## config.mk

```make
export PLATFORM = sky130hd
export DESIGN_NAME = kbfifo
export DESIGN_NICKNAME = d
export VERILOG_FILES = /design/src/rtl/kbfifo.sv
export SDC_FILE = /design/constraint.sdc
export NUM_CORES = 1
export LEC_CHECK = 0
export CAP_MARGIN = 20
export CORE_ASPECT_RATIO = 0.8
export CORE_UTILIZATION = 35
export DETAILED_ROUTE_END_ITERATION = 16
export GPL_TIMING_DRIVEN = 0
export SYNTH_ARGS = -nofsm -noshare
export SYNTH_HDL_FRONTEND = slang
export SYNTH_SLANG_ARGS = --single-unit
```

## constraint.sdc

```tcl
create_clock -name clk -period 3.4 [get_ports clk]
set_input_delay 0.34 -clock clk [delete_from_list [all_inputs] [get_ports clk]]
set_output_delay 0.34 -clock clk [all_outputs]
set_load 0.05 [all_outputs]
```

## src/rtl/kbfifo.sv

```systemverilog
// Parametrised byte FIFO between a keycode producer and a CPU read register; reads register data in 1 cycle.
// Writes to a full FIFO are dropped and flagged in sticky overflow; reads of an empty FIFO return EMPTY_VALUE.
module kbfifo #(
  parameter int unsigned      WIDTH       = 8,
  parameter int unsigned      ADDR_BITS   = 4,
  parameter logic [WIDTH-1:0] EMPTY_VALUE = {WIDTH{1'b0}},
  parameter int unsigned      AFULL_LEVEL = (1 << ADDR_BITS) - 2
) (
  input  logic                 clk,
  input  logic                 rst_n,
  input  logic                 flush,
  input  logic [WIDTH-1:0]     wrdata,
  input  logic                 wr_en,
  input  logic                 rd_en,
  output logic [WIDTH-1:0]     rddata,
  output logic                 empty,
  output logic                 full,
  output logic                 almost_full,
  output logic [ADDR_BITS:0]   count,
  output logic                 overflow,
  input  logic                 ovf_clr
);

  localparam int unsigned      DEPTH     = 1 << ADDR_BITS;
  localparam logic [ADDR_BITS:0] DEPTH_CNT = (ADDR_BITS + 1)'(DEPTH);
  localparam logic [ADDR_BITS:0] AFULL_CNT = (ADDR_BITS + 1)'(AFULL_LEVEL);
  localparam logic [ADDR_BITS:0] PTR_ONE   = (ADDR_BITS + 1)'(1);

  logic [WIDTH-1:0]   mem [DEPTH];
  logic [ADDR_BITS:0] wr_ptr;
  logic [ADDR_BITS:0] rd_ptr;
  logic               wr_ok;
  logic               wr_drop;
  logic               rd_ok;

  // The extra pointer bit lets count reach DEPTH, so every entry is usable.
  assign count       = wr_ptr - rd_ptr;
  assign empty       = (count == '0);
  assign full        = (count == DEPTH_CNT);
  assign almost_full = (count >= AFULL_CNT);

  assign wr_ok   = wr_en && !full  && !flush;
  assign wr_drop = wr_en &&  full  && !flush;
  assign rd_ok   = rd_en && !empty && !flush;

  always_ff @(posedge clk or negedge rst_n) begin
    if (!rst_n) begin
      wr_ptr   <= '0;
      rd_ptr   <= '0;
      rddata   <= EMPTY_VALUE;
      overflow <= 1'b0;
    end else begin
      if (flush) begin
        wr_ptr <= '0;
        rd_ptr <= '0;
      end else begin
        if (wr_ok) wr_ptr <= wr_ptr + PTR_ONE;
        if (rd_ok) rd_ptr <= rd_ptr + PTR_ONE;
      end
      // Empty/full come from pre-edge state, so a write into an empty FIFO is never bypassed.
      if (rd_en && !flush) rddata <= empty ? EMPTY_VALUE : mem[rd_ptr[ADDR_BITS-1:0]];
      if (wr_drop)      overflow <= 1'b1;
      else if (ovf_clr) overflow <= 1'b0;
    end
  end

  always_ff @(posedge clk) begin
    if (wr_ok) mem[wr_ptr[ADDR_BITS-1:0]] <= wrdata;
  end

endmodule

```

==> flow_summary.json <==
{
  "power.total_mw": 6.022,
  "drtIter0Drc": 245,
  "hold_path.class": "primary input to async pin",
  "ys.flop_type": "edfxtp_1",
  "grt_pass1_wl_mm": 20.74,
  "worst_slew_pin_slew_ns": 0.9306,
  "drt-pass1-iter-count": 4,
  "status": "completed",
  "n_fill_cell": 1550,
  "place_congestion": 0.7758,
  "p_leak_nw": 2.618,
  "critical_path.top_delay_family": "simple AND/OR/NAND/NOR gates",
  "ys_ff_latch": 147,
  "fmax_mhz": 304.9,
  "ys_warn_count": 0,
  "grt_max_degree": 20,
  "synth_cell_type_count": 49,
  "synth-edff-count": 128,
  "rsz0062_at_grt": "yes",
  "die-area_um2": 18420,
  "cp-start-kind": "flop",
  "path_buf_inv": 2,
  "power.density_nw_per_um2": 797.5,
  "path_cells": "inv_1, ha_1, fa_2, nand3b_1, nor4b_1, nor2_1, nor2_1, clkbuf_4",
  "synthArstFlopShare_pct": 12.93,
  "peakVddDrop_uv": 340.2,
  "syn2layout_area_growth_pct": 20.68,
  "rows": 43,
  "syn_area_um2": 6257,
  "nNetsFinal": 430,
  "reg2reg_slack_ns": 0.16,
  "viasPerCell": 5.242,
  "syn-instance-count": 354,
  "path_clk_slew_ns": 0.06,
  "layout-drive-gt1-share_pct": 24.82,
  "fin_crit_ns": 3.280,
  "finalSetupViolCount": 0,
  "cts-root-buf": "clkbuf_16",
  "path_class": "flop to primary output",
  "crit_slowest_cell": "fa_2",
  "antenna_found_initial": 0,
  "worstPathArrival_ns": 2.94,
  "htree_num_levels": 4,
  "clockBufferDepth": 2,
  "vias": 3376,
  "initial_core_util_pct": 35.90,
  "final_max_slew_viol_count": 0,
  "n_antenna_cell": 0,
  "cts_made_buffers": 17,
  "die_w_um": 151.5,
  "crit_fanout": 5,
  "required_ns": 3.06,
  "wl_mm": 13.71,
  "avgSynthCellArea_um2": 17.68,
  "die_h_um": 121.6,
  "worst_setup_path_end_kind": "primary output",
  "post_drt_wl_per_cell_um": 21.29,
  "drtAntennaViolNets": 0,
  "crit_top_cell": "nor2_1",
  "coreArea_um2": 17430,
  "hold_viol_final": 0,
  "r2r_end": "mem[8][3]",
  "grt_pass1_vias": 3454,
  "io_pins": 31,
  "rr_startpoint": "wr_ptr[0]",
  "ff2ff_path_depth": 8,
  "cts_tree": "yes",
  "cp_slowest_stage_delay_ns": 0.57,
  "synth_nets": 378,
  "drc": 0,
  "period_share_pct": 96.46,
  "max_cap_violations": 0,
  "clock-sinks": 147,
  "insertion_delay_ns": 0.42,
  "hpwl_mm": 9.045,
  "port_buffers": 30,
  "timing.slew.headroom_pct": 37.73,
  "grt-ovfl-total": 0,
  "grt_use_total_pct": 16.01,
  "synth_seq_area_share_pct": 69.03,
  "fin_util_pct": 43.32,
  "fin_skew_ns": 0.01084
}
-- report_power, final --
part	leakage (nW)	internal (mW)	switching, mW
clock	0.291	1.16	0.747
combinational	0.924	0.762	1.24
sequential	1.40	2.06	0.0549
-- area by class of cell --
cell class / count / area [um2] / area share, %
inverters: 9 / 37.54 / 0.4971
multi-input cells: 182 / 1871 / 24.77
clock inverters: 14 / 180.2 / 2.386
repair buffers: 35 / 359.1 / 4.756
flip-flops and latches: 147 / 4320 / 57.22
plain buffers: 14 / 72.57 / 0.9611
well taps: 225 / 281.5 / 3.728
clock buffers: 18 / 429.2 / 5.684
-- placed cells by master (no fill, tap or decap), types with 6 or more instances in the layout --
cell             instances
clkinv_4                 6
clkbuf_16               17
dfrtp_1                 18
mux4_2                  32
clkbuf_1                 6
nand2b_1                 7
buf_4                    6
mux2_2                   6
mux2i_1                 10
a22o_1                   7
nor2_1                  23
a21oi_1                 12
and3_1                  11
nand2_1                 22
edfxtp_1               128
inv_1                    7
clkdlybuf4s50_1         25
ha_1                     9
-- metal layers --
layer  wire length (um)  track usage [%]  vias to the layer above
met4                136            4.827                        0
li1                   -                -                     1504
met5                  0                0                        -
met3                762            3.333                       11
met1               6520            23.43                     1767
met2               6290            24.00                       94
-- worst register-to-register path, cell delays in order, from the launching register on --
cell	delay [ns]
dfrtp_1	0.43
inv_1	0.13
ha_1	0.24
fa_2	0.40
nand2b_1	0.20
a21oi_4	0.19
xor2_4	0.27
o211ai_2	0.22
nor2_1	0.77
-- sequential cells by signal, indices dropped and copies added, names as in the netlist --
register and cells:
wr_ptr 5, overflow 1, rddata 8, rd_ptr 5, mem 128
-- Yosys cell counts (all sizes together) (2+ instances only) --
master  number  area (um2)
a211oi       2       27.53
a21oi       15       93.85
a22o         7       61.31
and3        11       68.82
buf          8       46.30
clkbuf       8       30.03
dfrtp       19       475.5
edfxtp     128        3844
ha           9       112.6
inv          8       32.54
mux2         8       93.83
mux2i       10       100.1
mux4        32       720.7
nand2       22       82.58
nand2b       7       43.79
nand3        2       10.01
nand3b       3       22.52
nand4        2       12.51
nor2        23       86.33
nor2b        7       43.79
nor4b        2       17.52
o21ai        3       15.01
xor2         3       52.56
-- timing repair --
item | in CTS | in global routing
endpoints found under the setup margin | 134 | 118
hold buffers | 0 | 0
setup buffers | 3 | 0
gates resized for setup | 18 | 4
-- per-stage QoR --
step                      std cells  hold slack (ns)  setup TNS (ns)  setup WS (ns)  instance area (um2)
after floorplan                 354          0.04441               0        0.03988                 6290
after global placement          609           0.4683          -57.95        -0.7646                 6872
after detailed placement        610           0.4874          -67.50        -0.8690                 6879
after CTS                       643           0.4876               0        0.04214                 7511
after global routing            644           0.1462          -2.150       -0.08950                 7551
final                           644           0.1536               0         0.1204                 7551
-- cells by family (layout without fill, tap and decap cells) --
| kind of cell | Yosys count | count (layout) | synth area share [%] |
|---|---|---|---|
| compound gates | 34 | 34 | 4.539 |
| xor+xnor | 4 | 4 | 1.100 |
| fa+ha+maj | 10 | 10 | 2.120 |
| buf+inv | 25 | 90 | 1.800 |
| flops | 147 | 147 | 69.03 |
| mux | 50 | 50 | 14.62 |
| simple gates | 84 | 84 | 6.799 |
-- how the worst max path moves through the flow --
stage | cells past startpoint | slack [ns] | end | start
final | 8 | 0.12 | full | wr_ptr[0]
after floorplan | 10 | 0.04 | mem[0][0] | rd_ptr[2]
after CTS | 8 | 0.04 | mem[12][4] | wr_ptr[0]
after global routing | 8 | -0.09 | mem[12][2] | rd_ptr[1]
after global placement | 9 | -0.76 | mem[9][5] | rd_ptr[2]
after detailed placement | 10 | -0.87 | mem[7][5] | rd_ptr[2]
Note: power is estimated with default switching activity, not from simulation.
